[config.mk]
export PLATFORM = sky130hd
export DESIGN_NAME = ysyx_22040931_bpu
export DESIGN_NICKNAME = d
export VERILOG_FILES = /design/src/rtl/ysyx_22040931_bpu.sv
export SDC_FILE = /design/constraint.sdc
export NUM_CORES = 2
export LEC_CHECK = 0
export CAP_MARGIN = 25
export CORE_MARGIN = 2
export CORE_UTILIZATION = 40
export CTS_CLUSTER_DIAMETER = 30
export DETAILED_ROUTE_END_ITERATION = 16
export GPL_TIMING_DRIVEN = 0
export SLEW_MARGIN = 20
export SYNTH_ARGS = -nofsm -noshare
export SYNTH_HDL_FRONTEND = slang
export SYNTH_SLANG_ARGS = --single-unit
export TNS_END_PERCENT = 100
[constraint.sdc]
create_clock -name clock -period 8.3 [get_ports clock]
set_clock_uncertainty 0.15 [all_clocks]
set_input_delay 1.66 -clock clock [delete_from_list [all_inputs] [get_ports clock]]
set_output_delay 1.66 -clock clock [all_outputs]
set_load 0.02 [all_outputs]
[src/rtl/ysyx_22040931_bpu.sv]
// Fetch-stage branch predictor: direct-mapped BTB with 2-bit counters,
// trained by decode resolution, plus prediction-accuracy counters.
module ysyx_22040931_bpu #(
   parameter int IDX_W = 4,
   parameter int TAG_W = 8
) (
   input  logic        clock,
   input  logic        reset,
   input  logic        if_valid,
   input  logic [63:0] if_pc,
   output logic        pre_jump,
   output logic [63:0] pre_branch,
   output logic [63:0] if_npc,
   input  logic        upd_valid,
   input  logic [63:0] upd_pc,
   input  logic [1:0]  upd_jumptype,
   input  logic        upd_taken,
   input  logic [63:0] upd_target,
   input  logic        upd_error,
   output logic [31:0] br_total,
   output logic [31:0] br_correct
);

   localparam int N = 1 << IDX_W;

   logic [N-1:0]     vld_q;
   logic [1:0]       ctr_q [N];
   logic [TAG_W-1:0] tag_q [N];
   logic [63:0]      tgt_q [N];
   logic [1:0]       typ_q [N];
   logic [31:0]      total_q;
   logic [31:0]      correct_q;

   logic [IDX_W-1:0] f_idx;
   logic [TAG_W-1:0] f_tag;
   logic             f_hit;

   assign f_idx = if_pc[IDX_W+1:2];
   assign f_tag = if_pc[2+IDX_W +: TAG_W];
   assign f_hit = if_valid && !reset && vld_q[f_idx]
                  && (tag_q[f_idx] == f_tag);

   always_comb begin
      pre_jump = 1'b0;
      if (f_hit) begin
         unique case (typ_q[f_idx])
            2'b01:        pre_jump = ctr_q[f_idx][1];
            2'b10, 2'b11: pre_jump = 1'b1;
            default:      pre_jump = 1'b0;
         endcase
      end
   end

   assign pre_branch = pre_jump ? tgt_q[f_idx] : 64'd0;
   assign if_npc     = pre_jump ? pre_branch : if_pc + 64'd4;

   logic [IDX_W-1:0] u_idx;
   logic [TAG_W-1:0] u_tag;
   logic             u_hit;
   logic             u_ctl;
   logic [1:0]       u_ctr;
   logic             ctr_we;
   logic             meta_we;
   logic             vld_set;
   logic             vld_clr;
   logic [1:0]       ctr_n;
   logic             unused_pc_bits;

   assign u_idx = upd_pc[IDX_W+1:2];
   assign u_tag = upd_pc[2+IDX_W +: TAG_W];
   assign u_hit = vld_q[u_idx] && (tag_q[u_idx] == u_tag);
   assign u_ctl = upd_valid && (upd_jumptype != 2'b00);
   assign u_ctr = ctr_q[u_idx];
   assign unused_pc_bits = ^{upd_pc[1:0], upd_pc[63:2+IDX_W+TAG_W]};

   always_comb begin
      ctr_we  = 1'b0;
      meta_we = 1'b0;
      vld_set = 1'b0;
      vld_clr = 1'b0;
      ctr_n   = u_ctr;
      if (upd_valid && !reset) begin
         if (u_hit && upd_jumptype != 2'b00) begin
            ctr_we  = 1'b1;
            meta_we = upd_taken;
            if (upd_jumptype != 2'b01)
               ctr_n = 2'b11;
            else if (upd_taken)
               ctr_n = (u_ctr == 2'b11) ? 2'b11 : u_ctr + 2'd1;
            else
               ctr_n = (u_ctr == 2'b00) ? 2'b00 : u_ctr - 2'd1;
         end else if (!u_hit && upd_jumptype != 2'b00 && upd_taken) begin
            // direct-mapped: the new branch simply evicts whatever was here
            ctr_we  = 1'b1;
            meta_we = 1'b1;
            vld_set = 1'b1;
            ctr_n   = (upd_jumptype == 2'b01) ? 2'b10 : 2'b11;
         end else if (u_hit && upd_jumptype == 2'b00) begin
            vld_clr = 1'b1;
         end
      end
   end

   always_ff @(posedge clock) begin
      if (reset) begin
         vld_q <= '0;
         for (int i = 0; i < N; i++) ctr_q[i] <= 2'b00;
      end else begin
         if (vld_set) vld_q[u_idx] <= 1'b1;
         if (vld_clr) vld_q[u_idx] <= 1'b0;
         if (ctr_we)  ctr_q[u_idx] <= ctr_n;
      end
   end

   always_ff @(posedge clock) begin
      if (meta_we) begin
         tag_q[u_idx] <= u_tag;
         tgt_q[u_idx] <= upd_target;
         typ_q[u_idx] <= upd_jumptype;
      end
   end

   always_ff @(posedge clock) begin
      if (reset) begin
         total_q   <= 32'd0;
         correct_q <= 32'd0;
      end else if (u_ctl) begin
         total_q <= total_q + 32'd1;
         if (!upd_error) correct_q <= correct_q + 32'd1;
      end
   end

   assign br_total   = total_q;
   assign br_correct = correct_q;

endmodule
==> metrics.md <==
| Metric | Value |
|---|---|
| Clk_lat worst skew | 0.86 ns |
| Setup_tns | 0 ns |
| Area growth syn-to-layout | 32.5% |
| Clock share of power | 57.9% |
| Top post-synthesis cells by area | edfxtp_1, mux4_2, dfxtp_1, xnor2_1, mux2_1 |
| H-Tree Depth | 5 |
| FF-to-FF End | ctr_q[3][1] |
| FP Rows | 134 |
| Start point of the critical path | if_pc[2] |
| CORE AREA | 133000 µm² |
| Post-Syn Area per Cell | 19.7 µm² |
| Initial Utilization | 40.2% |
| Final Non-Filler Cells | 5418 |
| Residual DRC count | 0 |
| Gr ovfl total | 0 |
| DRT antenna net count | 0 |
| Syn Nets | 2922 |
| WP data required | 6.49 ns |
| Drt total wl | 155 mm |
| Yosys warnings | 0 |
| Synth Area in XOR/XNOR | 2.13% |
| Worst slack, placed | -0.606 ns |
| Setup ws final | 0.208 ns |
| Power per cell area | 271 nW/µm² |
| Crit start category | primary input |
| Largest family of logic cells by synthesized area | multiplexers |
| Post-Syn Area | 53500 µm² |
| FMAX | 124 MHz |
| Most used DFF post-synth | edfxtp_1 |
| First-pass GRT wire length | 221 mm |
| Clock Pin Slew Worst Setup and Hold Paths | 0.04 ns |
| Critical path class | in2out |
| Num Clock Sinks | 1296 |
| Share of cells above drive strength 1 | 29.0% |
| Antenna violations before repair | 23 |
| Outcome | complete, no violations |
| Die Span Y | 370 µm |
| Compound-Gate Fraction of Synth Area | 1.74% |
| HP Class | reg2reg |
| Fin. max-slew vios | 0 |
| CTS tree | built |
| Die area | 137000 µm² |
| Most frequent cell after synthesis | edfxtp_1 |
| Pint | 15300 µW |
| CP Max Fanout | 10 |
| Hold-fix buffers at CTS | 0 |
| TritonCTS buffer count | 287 |
| VDD IR max | 0.206 mV |
| Top cell type's share of synthesized area | 68.3% |
| Clock period minus worst slack | 8.09 ns |
| Vias/cell | 5.59 |
| Final Wtd Congestion | 0.819 |
| Max Cap Violations | 0 |
| Area leader, netlist | edfxtp_1 |
| Switching Power | 3930 µW |
| Setup violators final | 0 |
| CTS max path bufs | 4 |
| RSZ-0062 raised after global routing | no |
| Logic pwr share | 4.6% |
| Root Driver | clkbuf_16 |
| Vias in the first global route | 31195 |
| DR WL/cell | 28.6 µm |
| Critical R2R Launch | tag_q[1][2] |
| Flop-to-flop setup slack | 4.37 ns |
| Overall die width | 370 µm |
| Port bufs | 337 |
| Post-synthesis simple-gate area fraction | 4.46% |
| Actual slew at the worst max-slew pin | 1.05 ns |
| Cell total after placement | 4918 |
| Period utilization | 97.5% |
| Sw Ratio | 20.4% |
| Largest net degree at the start of global routing | 24 |
| Async SR Flop Fraction | 0% |
| Unique masters post-synth | 61 |
| Final hold violations | 0 |
| Slowest cell on crit path | clkdlybuf4s50_1 |
| Post-DP HPWL | 104 mm |
| Seq pwr share | 37.5% |
| Worst slew margin | 30.2% |
| Post-synthesis mux area share | 18.9% |
| Initial drt markers | 3035 |
| Critical Path AT | 6.28 ns |
| CP endpoint | if_npc[37] |
| Vias | 30273 |
| #FFs+latches synth | 1296 |
| Pre-antenna DRT Iters | 6 |
| Leak | 0.0233 µW |
| Number of flops mapped to enable cells by yosys | 1216 |
| Ports | 393 |
| Ranking of synthesized cells by instance count | edfxtp_1, mux4_2, nor2_1 |
| Post-synthesis cell count | 2719 |
| Final net count | 3639 |
| Slowest cell delay on critical path | 0.56 ns |
| GRT Total Usage | 22.7% |
| Reg2Reg Depth | 8 |
| Layout Utilization | 53.2% |
| Seq/Total Area, Yosys | 71.2% |
| Post-Synth Adder-Cell Area | 0.0912% |
| Cell Chain, Critical Path | clkdlybuf4s50_1 > buf_4 > buf_4 > buf_2 > clkbuf_2 > buf_1 > buf_8 > mux4_2 > mux4_2 > mux2_1 > clkdlybuf4s50_1 |
| Endpoint class of the critical path | primary output |
[state kept, by name, indices dropped and copies added, names as in the netlist]
signal / cells
tgt_q: 1024
ctr_q: 32
typ_q: 32
br_correct: 32
tag_q: 128
br_total: 32
vld_q: 16
[cells in the final DEF, fill, tap and decap left out, types with 9 or more instances in the layout]
cell and count:
clkdlybuf4s50_1 335, mux2_1 50, clkinv_4 15, a211oi_1 34, and3_1 25, a21oi_1 44, buf_2 39, dfxtp_1 80
clkbuf_1 79, buf_12 48, clkinv_1 30, xor2_1 61, clkbuf_2 32, buf_16 34, nand4_1 31, mux2i_1 43
mux2_2 29, inv_1 21, buf_6 17, mux4_2 389, nor4_1 21, nand3_1 40, nor3_1 35, clkbuf_16 295
inv_6 9, nand2_1 77, edfxtp_1 1216, o21ai_0 10, nor2_4 16, nor2b_1 70, bufinv_16 42, clkinv_2 38
nor2_1 109, xnor2_1 68, a21o_1 17, clkinvlp_4 25, diode_2 12
[kinds of logic after synthesis]
group,after synthesis
mux,512
xor+xnor,130
buf+inv,169
simple gates,469
flops,1296
compound gates,139
fa+ha+maj,4
[power by group through the flow]
stage	logic (µW)	clock network (µW)	registers (µW)
floorplan	461	0	7330
global placement	856	0	7340
detailed placement	883	0	7340
CTS	888	11300	7220
global route	934	11600	7220
finish	880	11100	7220
[cell type report]
class / instances / area, µm²
timing repair buffer: 431 / 5420
fill: 10387 / 62300
clock buffer: 330 / 7510
clock inverter: 161 / 1990
buffer: 145 / 767
antenna: 12 / 30.0
tap: 1768 / 2210
inverter: 21 / 78.8
sequential: 1296 / 38100
multi-input combinational: 1254 / 14700
[per-stage QoR]
stage | area, µm² | total power [µW] | hold slack (ns)
2_1_floorplan | 53500 | 7800 | 0.351
3_3_place_gp | 59100 | 8200 | 0.336
3_5_place_dp | 61300 | 8220 | 0.349
4_1_cts | 70800 | 19400 | 0.357
5_1_grt | 70800 | 19800 | 0.381
6_report | 70900 | 19200 | 0.355
[layer usage]
layer  vias up  track usage [%]  part of all wire, %
met1     15891             30.6                   41
met4        20             7.17                  2.4
li1      12745                -                    -
met3       268             7.32                  9.5
met5         -                0                0.086
met2      1349             35.2                   47
[how the worst min path moves through the flow]
| stage | cells after the start | from | slack [ns] | to |
|---|---|---|---|---|
| global route | 2 | br_total[1] | 0.38 | br_total[1] |
| floorplan | 2 | vld_q[10] | 0.35 | vld_q[10] |
| finish | 2 | br_total[1] | 0.35 | br_total[1] |
| detailed placement | 2 | br_total[31] | 0.35 | br_total[31] |
| global placement | 2 | br_total[6] | 0.34 | br_total[6] |
| CTS | 2 | br_total[1] | 0.36 | br_total[1] |
[repair_timing]
action	in CTS	in global routing
hold endpoints to repair	0	0
buffers inserted	0	0
cloned	0	0
setup endpoints to repair	128	28
gates resized for setup	41	7
[worst max-delay path, delay by kind of cell]
kind	cells	cell delay, ns
buf+inv	8	3.19
mux	3	1.40
Power figures use the tool's default switching activity.
